<file path="config.mk">
export PLATFORM = sky130hd
export DESIGN_NAME = div_iter
export DESIGN_NICKNAME = d
export VERILOG_FILES = /design/src/rtl/div_iter.sv
export SDC_FILE = /design/constraint.sdc
export NUM_CORES = 1
export LEC_CHECK = 0
export BUFFER_PORTS_ARGS = -buffer_cell sky130_fd_sc_hd__buf_2
export CELL_PAD_IN_SITES_DETAIL_PLACEMENT = 1
export CELL_PAD_IN_SITES_GLOBAL_PLACEMENT = 1
export CORE_MARGIN = 2
export CORE_UTILIZATION = 32
export CTS_CLUSTER_SIZE = 14
export DETAILED_ROUTE_END_ITERATION = 7
export GPL_ROUTABILITY_DRIVEN = 0
export PLACE_DENSITY_LB_ADDON = 0.1
export SLEW_MARGIN = 0
export SYNTH_ARGS = -nofsm -noshare
export SYNTH_HDL_FRONTEND = slang
export SYNTH_SLANG_ARGS = --single-unit
</file>
<file path="constraint.sdc">
create_clock -name clk -period 6.6 [get_ports clk]
set_clock_uncertainty 0.05 [all_clocks]
set_input_delay 0.66 -clock clk [delete_from_list [all_inputs] [get_ports clk]]
set_output_delay 0.66 -clock clk [all_outputs]
set_load 0.005 [all_outputs]
</file>
<file path="src/rtl/div_iter.sv">
// Iterative radix-2 shift-subtract divider, signed or unsigned, returning {remainder, quotient}.
// One quotient bit per cycle; the result is registered and held until start_i drops.
module div_iter #(
  parameter int WIDTH = 32
) (
  input  logic               clk,
  input  logic               rst,
  input  logic               signed_div_i,
  input  logic [WIDTH-1:0]   opdata1_i,
  input  logic [WIDTH-1:0]   opdata2_i,
  input  logic               start_i,
  input  logic               annul_i,
  output logic [2*WIDTH-1:0] result_o,
  output logic               ready_o
);

  localparam int CW = $clog2(WIDTH + 1);

  typedef enum logic [1:0] {S_IDLE, S_BYZERO, S_ON, S_END} state_e;

  state_e             state_q, state_d;
  logic [CW-1:0]      cnt_q, cnt_d;
  logic [2*WIDTH:0]   work_q, work_d;
  logic [WIDTH-1:0]   dvs_q, dvs_d;
  logic               negq_q, negq_d;
  logic               negr_q, negr_d;
  logic [2*WIDTH-1:0] result_q, result_d;
  logic               ready_q, ready_d;

  logic [WIDTH-1:0] dvd_abs, dvs_abs, diff, quo, rem;
  logic             trial_neg;

  // Two's complement negation maps the most negative value onto itself, read back as unsigned.
  assign dvd_abs = (signed_div_i && opdata1_i[WIDTH-1]) ? -opdata1_i : opdata1_i;
  assign dvs_abs = (signed_div_i && opdata2_i[WIDTH-1]) ? -opdata2_i : opdata2_i;

  // A non-negative trial is below the divisor, so the low WIDTH bits of the difference suffice.
  assign trial_neg = work_q[2*WIDTH:WIDTH] < {1'b0, dvs_q};
  assign diff      = work_q[2*WIDTH-1:WIDTH] - dvs_q;

  assign quo = negq_q ? -work_q[WIDTH-1:0] : work_q[WIDTH-1:0];
  assign rem = negr_q ? -work_q[2*WIDTH:WIDTH+1] : work_q[2*WIDTH:WIDTH+1];

  always_comb begin
    state_d  = state_q;
    cnt_d    = cnt_q;
    work_d   = work_q;
    dvs_d    = dvs_q;
    negq_d   = negq_q;
    negr_d   = negr_q;
    result_d = result_q;
    ready_d  = ready_q;
    case (state_q)
      S_IDLE: begin
        if (start_i && !annul_i) begin
          negq_d = signed_div_i & (opdata1_i[WIDTH-1] ^ opdata2_i[WIDTH-1]);
          negr_d = signed_div_i & opdata1_i[WIDTH-1];
          dvs_d  = dvs_abs;
          if (opdata2_i == '0) begin
            state_d = S_BYZERO;
          end else begin
            state_d = S_ON;
            cnt_d   = '0;
            work_d  = {{WIDTH{1'b0}}, dvd_abs, 1'b0};
          end
        end
      end
      S_BYZERO: begin
        if (annul_i) begin
          state_d = S_IDLE;
        end else begin
          state_d  = S_END;
          result_d = '0;
          ready_d  = 1'b1;
        end
      end
      S_ON: begin
        if (annul_i) begin
          state_d = S_IDLE;
        end else if (cnt_q != CW'(WIDTH)) begin
          work_d = trial_neg ? {work_q[2*WIDTH-1:0], 1'b0}
                             : {diff, work_q[WIDTH-1:0], 1'b1};
          cnt_d  = cnt_q + CW'(1);
        end else begin
          state_d  = S_END;
          result_d = {rem, quo};
          ready_d  = 1'b1;
        end
      end
      S_END: begin
        if (!start_i) begin
          state_d  = S_IDLE;
          result_d = '0;
          ready_d  = 1'b0;
        end
      end
      default: state_d = S_IDLE;
    endcase
  end

  always_ff @(posedge clk or posedge rst) begin
    if (rst) begin
      state_q  <= S_IDLE;
      cnt_q    <= '0;
      work_q   <= '0;
      dvs_q    <= '0;
      negq_q   <= 1'b0;
      negr_q   <= 1'b0;
      result_q <= '0;
      ready_q  <= 1'b0;
    end else begin
      state_q  <= state_d;
      cnt_q    <= cnt_d;
      work_q   <= work_d;
      dvs_q    <= dvs_d;
      negq_q   <= negq_d;
      negr_q   <= negr_d;
      result_q <= result_d;
      ready_q  <= ready_d;
    end
  end

  assign result_o = result_q;
  assign ready_o  = ready_q;

endmodule

</file>
# --- Word-level counts from Yosys, hierarchy flattened ---
# Cells that the tools add are included.
# W data, S select, Z words.
totals:
  memories: 0
  register_bits: 172
  latch_bits: 0
  ramBits: 0
  rom_bits: 0
  out_inout_bits: 65
classes:
  n_reduce_logical: 12
  eq_ne: 12
  div: 0
  n_lt_le_gt_ge: 1
  addsub: 6
  n_mux: 32
  mul: 0
  shift: 0
  bitwise: 3
ops:
  columns: ["cell", "n"]
  rows:
  - ["$mux W65", 5]
  - ["$mux W64", 4]
  - ["$pmux W64 S3", 1]
  - ["$pmux W65 S2", 1]
  - ["$mux W32", 4]
  - ["$neg A32 Y32", 4]
  - ["$lt A33 B32 Y1", 1]
  - ["$logic_not A32 Y1", 1]
  - ["$sub A32 B32 Y32", 1]
  - ["$mux W6", 4]
  - ["$ne A2 B2 Y1 const B", 7]
  - ["$mux W2", 6]
  - ["$pmux W6 S2", 1]
  - ["$reduce_and A5 Y1", 2]
  - ["$pmux W2 S4", 1]
  - ["$add A6 B1 Y6 const B", 1]
  - ["$ne A6 B6 Y1 const B", 1]
  - ["$eq A2 B2 Y1 const B", 2]
  - ["$mux W1", 4]
  - ["$logic_and A1 B1 Y1", 3]
  - ["$ne A3 B3 Y1 const B", 1]
  - ["$pmux W1 S3", 1]
  - ["$reduce_and A3 Y1", 1]
  - ["$reduce_bool A3 Y1", 1]
  - ["7 further kinds", 8]

# --- Logic depth before layout (Yosys ltp) ---
# Gate-level depths: netlist (run 1).
logic_depth:
  word_depth: 5
  mapped_depth: 12

# --- Worst setup path after synthesis (run 1) ---
# OpenSTA, ideal clock, no wires.
synth_path:
  path_type: "flip-flop to flip-flop"
  startpoint: "register work_q[48]"
  endpoint: "register work_q[33]"
  arrival_time_ps: 2834
  path_slack_ps: 3571
  setup_time_ps: 146
  stages_incl_launch_ff: 12
  required_time_ps: 6404
  n_path_buf: 3
  path_cell_list: "dfrtp_1 ha_1 clkbuf_1 and2_0 a221o_1 nor3_1 a21oi_1 o311a_1 clkbuf_1 nor2_1 clkbuf_1 o311ai_0"
synth_via:
  elab_chain_len: 5
synth_rtl:
  columns: ["element", "line", "rtl"]
  rows:
  - ["start, declared", "23", "logic [2*WIDTH:0] work_q, work_d;"]
  - ["start signal, assigned", "114", "work_q <= work_d;"]
  - ["$lt A33 B32 Y1", "38", "assign trial_neg = work_q[2*WIDTH:WIDTH] < {1'b0, dvs_q};"]
  - ["$mux W65", "81", "work_d = trial_neg ? {work_q[2*WIDTH-1:0], 1'b0}"]
  - ["$mux W65", "80", "end else if (cnt_q != CW'(WIDTH)) begin"]
  - ["$mux W65", "78", "if (annul_i) begin"]
  - ["$pmux W65 S2", "53", "case (state_q)"]
# No other way between the ends. The select of a mux whose other input is x is not followed.
# A chain may end at the register's enable or synchronous reset.

# --- Worst setup path in the final report (run 1) ---
layout_path:
  startpoint: "input port opdata2_i[8]"
  endpoint: "register work_q[27]"
layout_via:
  elab_chain_len: 3
layout_rtl:
  columns: ["element", "line", "rtl"]
  rows:
  - ["start, declared", "10", "input logic [WIDTH-1:0] opdata2_i,"]
  - ["$logic_not A32 Y1", "59", "if (opdata2_i == '0) begin"]
  - ["$ne A2 B2 Y1 (no line)", null, null]
  - ["$reduce_and A5 Y1 (no line)", null, null]
# No other way between the ends.

==> summary.md, run 1 <==
| Metric | Value |
|---|---|
| Most common cell after layout, fill and taps aside | nand2_1 |
| Worst r2r dst | work_q[38] |
| Peak supply drop | 0.198 mV |
| Initial DRC count | 653 |
| Most frequent cells in the layout | nand2_1, o21ai_0, dfrtp_1, buf_2, xor2_1 |
| Skew-Pair Late Insertion Delay | 460 ps |
| Final-stage net count | 1,623 |
| Share of cells above drive strength 1 | 13.9% |
| Post-synth EDFFs | 0 |
| Final ANT Viol Nets | 0 |
| Routed len/inst | 18.9 um |
| Setup Buffers After CTS | 0 |
| CP Launch Type | input pin |
| Achievable Freq | 259 MHz |
| Initial Utilization | 32.3% |
| Hold Buf Count CTS | 0 |
| TritonCTS Buffers | 17 |
| Worst r2r src | work_q[38] |
| Clock slew at reported path FFs | 70 ps |
| Yosys Warn Count | 0 |
| Worst EP arrival | 4160 ps |
| Critical Path Source | opdata2_i[8] |
| Final setup TNS | 0 ps |
| H-tree depth | 4 |
| Slew Viols, Final | 0 |
| Vias in the first global route | 10,600 |
| Design Area, Final | 13,400 sq um |
| DRT Wirelength | 37,700 um |
| DRC | 0 |
| Placeable Area | 36,400 sq um |
| Seq/Total Area, Yosys | 36.6% |
| Status | finished clean |
| Initial antenna violation count | 0 |
| Maximum fanout along the worst path | 62 |
| Largest family of logic cells by synthesized area | compound AO/OA/AOI/OAI gates |
| Post-synthesis mux area share | 2.02% |
| HPWL Detailed | 28,800 um |
| Clock period minus worst slack | 3860 ps |
| Leakage dissipation | 5.96 nW |
| CTS resizes | 0 |
| Cells after Synth | 1,420 |
| Synthesized area per cell | 8.28 sq um |
| Worst-margin pin slew | 1350 ps |
| Most used DFF post-synth | dfrtp_1 |
| Num Clock Sinks | 172 |
| Via density | 5.30 |
| Max cap viols | 0 |
| Synthesis-to-finish area growth | 14.2% |
| Final antenna diode count | 0 |
| Hold Violations, Final | 0 |
| Count of final setup violators | 0 |
| First-pass GRT wire length | 60,800 um |
| Async S/R FF share, synth | 100% |
| Tot GR Track Use | 20.1% |
| Critical Path Sink Type | flip-flop |
| IO Pins | 134 |
| First-pass DRT Iterations | 4 |
| Setup crit end | work_q[27] |
| Clk buf depth | 2 |
| Row cnt | 70 |
| FILL cells | 4,395 |
| Register bit count reported by yosys | 172 |
| Reg2reg path depth | 9 |
| Register area | 4300 sq um |
| DP Area | 12,900 sq um |
| Critical Path RT | 6890 ps |
| Via count | 10,600 |
| Reg2Reg Setup Slack | 3050 ps |
| Hold Crit Class | in -> async |
| Distinct cells, synth | 68 |
| Die H | 196 um |
| Period Utilization, post-route | 58.6% |
| Setup repair after global routing missed its margin | false |
| Width of the die | 196 um |
| Slew HR | 9.90% |
| CTS tree | yes |
| Place WS | 2200 ps |
| Pin count of the biggest net entering global routing | 92 |
| Synth Area in XOR/XNOR | 10.2% |
| Synthesized Nets | 1,533 |
| Synth Area in Compound Gates | 22.7% |
| Finished Layout Cells | 1,991 |
| GRT Residual Overflow | 0 |
| Post-Synthesis Cell Area | 11,800 sq um |
| DIE AREA | 38,300 sq um |
| PwrDens | 514 nW/um^2 |
| CP Class | in -> reg |
| Synth Area in Simple Gates | 19.3% |
| Area of the multi-input gates | 6970 sq um |
| I/O Buffers | 133 |
| Dpl cells | 1,959 |
| Root buffer cell | clkbuf_16 |
| Synth Area in Adders | 4.75% |
| Worst Slack Setup Final | 2740 ps |
layer usage:
metal,vias up,routed length (um),GRT usage (%)
li1,5266,-,-
met1,5127,20500,31.0
met2,140,15800,29.9
met3,20,1060,2.85
met4,0,285,3.56
met5,-,0,0
layout make-up:
type / instances / share of cell area [%]
Clock buffer: 19 / 3.30
Clock inverter: 13 / 0.969
Inverter: 63 / 1.80
Multi-Input combinational cell: 1111 / 51.9
Sequential cell: 172 / 32.1
Tap cell: 468 / 4.36
Timing Repair Buffer: 145 / 5.63
synth_stat cells, drive strengths merged, types with 3 or more instances:
master  instances  area, sq um
a211o           3         26.3
a211oi          4         30.0
a21boi          3         22.5
a21o           12         90.1
a21oi          63          315
a221o           4         40.0
a221oi          5         43.8
a22o            4         35.0
a31o            3         26.3
a31oi           5         31.3
a32oi           5         43.8
and2           14         87.6
and3           10         62.6
and4            3         26.3
buf             8         35.0
clkbuf         66          248
dfrtp         172         4300
ha             43          538
inv            63          236
mux2           14          158
mux2i           8         80.1
nand2         244          916
nand2b          8         50.1
nand3          27          135
nand4          21          131
nor2           56          210
nor2b          12         75.1
nor3           23          115
nor3b           4         30.0
nor4           12         81.3
o211ai         12         90.1
o21a            8         60.1
o21ai         200         1000
o21bai          3         22.5
o221ai         11         96.3
o311ai         13          114
o31ai          39          293
o41ai          13          140
or2             6         37.5
or3            20          130
or4            16          128
xnor2          44          385
xor2           93          815
report_power, final:
group	internal (mW)	switching, mW
clock	0.540	0.484
sequential	1.39	0.534
combinational	1.51	2.45
worst max-delay path: stages:
cell and delay, ps:
buf_2 120, or4_1 560, or2_2 320, nor4_2 620, o21ai_1 270, nand2_2 540
buf_4 640, mux2_2 400
metrics by stage:
step                      hold WS, ps  power, mW  utilization, %
after floorplan                   400       4.65               -
after global placement            407       5.83            35.3
after detailed placement          419       5.91            35.3
after CTS                         386       6.96            36.9
after global routing              386       7.55            36.9
final                             314       6.90            36.9
kinds of logic after synthesis:
logic type / count (synthesis)
AO/OA/AOI/OAI: 426
adder cells (fa/ha/maj): 44
multiplexers: 22
buffers and inverters: 137
AND/OR/NAND/NOR: 482
XOR/XNOR: 137
flip-flops: 172
registers in the layout, indices dropped and copies added, names as in the netlist:
| name | flops |
|---|---|
| work_q | 65 |
| result_o | 64 |
| dvs_q | 32 |
| cnt_q | 6 |
| state_q | 2 |
| negq_q | 1 |
| negr_q | 1 |
| ready_o | 1 |
worst min-delay path by stage:
stage            startpoint            to
6_report                rst  result_o[61]
5_1_grt                 rst  result_o[61]
4_1_cts                 rst     work_q[0]
3_5_place_dp   result_o[55]  result_o[55]
3_3_place_gp    result_o[5]   result_o[5]
2_1_floorplan     dvs_q[10]     dvs_q[10]
Note: power is estimated with default switching activity, not from simulation.
==> inputs of run 2 (changes only) <==
==> constraint.sdc (replaced) <==
create_clock -name clk -period 3.8 [get_ports clk]
set_clock_uncertainty 0.05 [all_clocks]
set_input_delay 0.38 -clock clk [delete_from_list [all_inputs] [get_ports clk]]
set_output_delay 0.38 -clock clk [all_outputs]
set_load 0.005 [all_outputs]
==> summary.md, run 2 (synthesis gave the netlist of run 1 again) <==
| Metric | Value |
|---|---|
| Reg with most FFs | work_q |
| Worst EP arrival | 3590 ps |
| Final-stage net count | 1,645 |
| Placeable Area | 36,400 sq um |
| Pwr Total | 12.3 mW |
| Final setup TNS | 0 ps |
| DRC | 0 |
| DIE AREA | 38,300 sq um |
| FILL cells | 4,395 |
| Initial Utilization | 32.3% |
| Hold Path Stages | 3 |
| Hold EP | dvs_q[0] |
| PwrDens | 905 nW/um^2 |
| Hold Violations, Final | 0 |
| CTS tree | yes |
| Routed len/inst | 18.9 um |
| Critical Path Sink Type | flip-flop |
| First-pass GRT wire length | 62,500 um |
| Worst-margin pin slew | 1050 ps |
| Slew HR | 30.3% |
| Max cap viols | 0 |
| Clock slew at reported path FFs | 70 ps |
| Leakage dissipation | 6.08 nW |
| Via density | 5.35 |
| Slew Viols, Final | 0 |
| Die H | 196 um |
| Critical path buffer and inverter count | 1 |
| Num Clock Sinks | 172 |
| Initial antenna violation count | 0 |
| DRT Wirelength | 38,000 um |
| Share of cells above drive strength 1 | 15.1% |
| First-pass DRT Iterations | 5 |
| CP Cell Sequence | ha_1 > and2_0 > a221o_1 > nor3_1 > a21oi_1 > o311a_1 > nor2_1 > buf_4 > o311ai_0 |
| Skew-Pair Late Insertion Delay | 460 ps |
| Slowest CP cell | dfrtp_1 |
| Worst r2r src | work_q[48] |
| Cell depth of the worst setup path | 9 |
| IO Pins | 134 |
| Critical Path RT | 4050 ps |
| I/O Buffers | 133 |
| Synthesis-to-finish area growth | 16.1% |
| H-tree depth | 4 |
| Pin count of the biggest net entering global routing | 76 |
| GRT Residual Overflow | 0 |
| Row cnt | 70 |
| Count of final setup violators | 0 |
| Max reg flops | 65 |
| Via count | 10,800 |
| Root buffer cell | clkbuf_16 |
| TritonCTS Buffers | 17 |
| Critical Path Source | work_q[48] |
| Peak supply drop | 0.360 mV |
| Width of the die | 196 um |
| Cell family with most CP delay | compound AO/OA/AOI/OAI gates |
| CP max stage delay | 520 ps |
| Tot GR Track Use | 20.5% |
| CP Launch Type | flip-flop |
| Worst r2r dst | work_q[43] |
| Hold Crit Class | in -> reg |
| HPWL Detailed | 29,200 um |
| Hold path start | opdata2_i[0] |
| Setup Buffers After CTS | 0 |
| Clock period minus worst slack | 3340 ps |
| CP Class | reg -> reg |
| Maximum fanout along the worst path | 13 |
| Period Utilization, post-route | 87.9% |
| Reg2Reg Setup Slack | 460 ps |
| Achievable Freq | 300 MHz |
| Status | finished clean |
| Vias in the first global route | 10,900 |
| Most common cell after layout, fill and taps aside | nand2_1 |
| Clk buf depth | 2 |
| Initial DRC count | 556 |
| Final ANT Viol Nets | 0 |
| Setup repair after global routing missed its margin | false |
| Most frequent cells in the layout | nand2_1, o21ai_0, dfrtp_1, buf_2, xor2_1 |
| Reg2reg path depth | 9 |
run 2: cell type report:
type	count	area, sq um	share of cell area [%]
repair buffers	167	961	7.04
inverters	63	240	1.76
clock inverters	15	161	1.18
well taps	468	586	4.29
multi-input cells	1111	6960	51.0
clock buffers	17	425	3.12
diodes	2	5.00	0.0367
flip-flops and latches	172	4300	31.5
run 2: tightest hold or removal path: stages:
cell and delay, ps:
buf_2 110, inv_1 70, o21ai_0 80
run 2: worst max-delay path by stage:
stage	end
2_1_floorplan	work_q[33]
3_3_place_gp	work_q[14]
3_5_place_dp	work_q[20]
4_1_cts	work_q[43]
5_1_grt	work_q[47]
6_report	work_q[43]
run 2: what timing repair did:
action                                 in CTS  in global routing
hold buffers                                1                  0
gates resized for setup                     0                  0
endpoints found under the hold margin       3                  0
run 2: metrics by stage:
step	hold slack (ps)	utilization, %	setup WS, ps	area (sq um)	instances
6_report	186	37.4	461	13600	2015
5_1_grt	206	37.4	276	13600	2013
4_1_cts	171	37.4	512	13600	2013
3_5_place_dp	254	35.8	424	13000	1980
3_3_place_gp	247	35.8	473	13000	1980
2_1_floorplan	400	-	771	11800	1420
run 2: where the power goes:
| part | internal, mW | switching (mW) |
|---|---|---|
| clock | 0.981 | 0.840 |
| sequential | 2.41 | 0.864 |
| combinational | 2.77 | 4.48 |
run 2: metal layers:
layer	global-route usage [%]	routed length [um]
met1	32.8	21200
met3	2.84	1150
met2	28.8	15200
met4	4.26	452
met5	0	0
==> inputs of run 3 (changes only) <==
--- a/config.mk
+++ b/config.mk
@@ -8,12 +8,14 @@
 export BUFFER_PORTS_ARGS = -buffer_cell sky130_fd_sc_hd__buf_2
 export CELL_PAD_IN_SITES_DETAIL_PLACEMENT = 1
 export CELL_PAD_IN_SITES_GLOBAL_PLACEMENT = 1
+export CORE_ASPECT_RATIO = 0.6
 export CORE_MARGIN = 2
 export CORE_UTILIZATION = 32
 export CTS_CLUSTER_SIZE = 14
 export DETAILED_ROUTE_END_ITERATION = 7
 export GPL_ROUTABILITY_DRIVEN = 0
 export PLACE_DENSITY_LB_ADDON = 0.1
+export REMOVE_ABC_BUFFERS = 1
 export SLEW_MARGIN = 0
 export SYNTH_ARGS = -nofsm -noshare
 export SYNTH_HDL_FRONTEND = slang
==> summary.md, run 3 (synthesis gave the netlist of run 1 again) <==
| Metric | Value |
|---|---|
| Final ANT Viol Nets | 0 |
| FILL cells | 4,374 |
| Worst-margin pin slew | 1130 ps |
| Count of final setup violators | 0 |
| Worst r2r dst | work_q[37] |
| Share of cells above drive strength 1 | 15.4% |
| Final-stage net count | 1,648 |
| Hold Violations, Final | 0 |
| Clock period minus worst slack | 3540 ps |
| Clock slew at reported path FFs | 70 ps |
| Final setup TNS | 0 ps |
| IO Pins | 134 |
| Num Clock Sinks | 172 |
| Hold Crit Class | in -> async |
| GRT Residual Overflow | 0 |
| Pin count of the biggest net entering global routing | 91 |
| Die H | 152 um |
| Setup Buffers After CTS | 0 |
| Status | finished clean |
| Worst Slack Setup Final | 256 ps |
| Leakage dissipation | 6.09 nW |
| Most frequent cells in the layout | nand2_1, o21ai_0, dfrtp_1, buf_2, xor2_1 |
| Tot GR Track Use | 21.3% |
| Hold Buf Count CTS | 0 |
| TritonCTS Buffers | 17 |
| CP Launch Type | flip-flop |
| Area of the multi-input gates | 6960 sq um |
| Clk buf depth | 2 |
| Critical Path RT | 4060 ps |
| Most common cell after layout, fill and taps aside | nand2_1 |
| Reg2Reg Setup Slack | 260 ps |
| Initial antenna violation count | 0 |
| DRC | 0 |
| H-tree depth | 4 |
| Placeable Area | 36,300 sq um |
| Width of the die | 251 um |
| Pwr Total | 12.5 mW |
| Reg with most FFs | work_q |
| Row cnt | 54 |
| Worst EP arrival | 3800 ps |
| Synthesis-to-finish area growth | 16.1% |
| HPWL Detailed | 31,300 um |
| Period Utilization, post-route | 93.3% |
| CP Class | reg -> reg |
| Root buffer cell | clkbuf_16 |
| Slew HR | 24.9% |
| Max cap viols | 0 |
| Peak supply drop | 0.427 mV |
| Setup repair after global routing missed its margin | false |
| Reg2reg path depth | 9 |
| Slew Viols, Final | 0 |
| Skew-Pair Late Insertion Delay | 460 ps |
| Routed len/inst | 20.1 um |
| First-pass DRT Iterations | 5 |
| Register area | 4300 sq um |
| Initial Utilization | 32.4% |
| DIE AREA | 38,300 sq um |
| Critical Path Source | work_q[37] |
| CTS resizes | 0 |
| CTS tree | yes |
| Maximum fanout along the worst path | 16 |
| First-pass GRT wire length | 64,100 um |
| Design Area, Final | 13,600 sq um |
| Final antenna diode count | 0 |
| Achievable Freq | 282 MHz |
| DRT Wirelength | 40,600 um |
| Via density | 5.41 |
| Max reg flops | 65 |
| Via count | 10,900 |
| Worst r2r src | work_q[37] |
| Critical Path Sink Type | flip-flop |
| PwrDens | 914 nW/um^2 |
| Place WS | 261 ps |
| DP Area | 13,100 sq um |
| I/O Buffers | 133 |
| Initial DRC count | 718 |
| Vias in the first global route | 10,900 |
==> run 3: how the worst max path moves through the flow <==
stage,end,slack [ps]
2_1_floorplan,cnt_q[0],-1290
3_3_place_gp,work_q[61],460
3_5_place_dp,work_q[37],260
4_1_cts,work_q[37],300
5_1_grt,work_q[37],40
6_report,work_q[37],260
==> run 3: layout make-up <==
type                            count  share of cell area, %
Clock buffer                       18                   3.14
Clock inverter                     14                  0.816
Inverter                           63                   1.77
Multi-Input combinational cell   1111                   51.0
Sequential cell                   172                   31.5
Tap cell                          476                   4.36
Timing Repair Buffer              170                   7.37
==> run 3: stage by stage <==
step,hold slack [ps],std cells,utilization [%]
floorplan,400,1346,-
global placement,406,1992,36.1
detailed placement,413,1992,36.1
CTS,88.0,2024,37.6
global route,105,2024,37.6
finish,55.2,2024,37.6
==> run 3: per-layer routing <==
| layer | vias up | part of all wire, % | track usage (%) |
|---|---|---|---|
| met5 | - | 0 | 0 |
| met4 | 0 | 0.87 | 3.63 |
| met3 | 19 | 5.5 | 4.53 |
| met2 | 228 | 37 | 27.7 |
| met1 | 5391 | 57 | 35.3 |
| li1 | 5309 | - | - |
==> run 3: worst max-delay path: stages (launching register included) <==
cell and delay, ps:
dfrtp_1 510, ha_1 430, o21ai_0 130, a211oi_1 390, o21ai_0 230, a21oi_1 390
o311a_1 480, nor2_1 170, buf_4 240, o311ai_0 390
==> run 3: power breakdown <==
part           total [mW]  leakage (nW)  switching (mW)  internal [mW]
Sequential           3.18          2.25           0.768           2.41
Combinational        7.61          3.58            4.82           2.79
Clock                1.68         0.264           0.831          0.850
Total                12.5          6.09            6.42           6.05
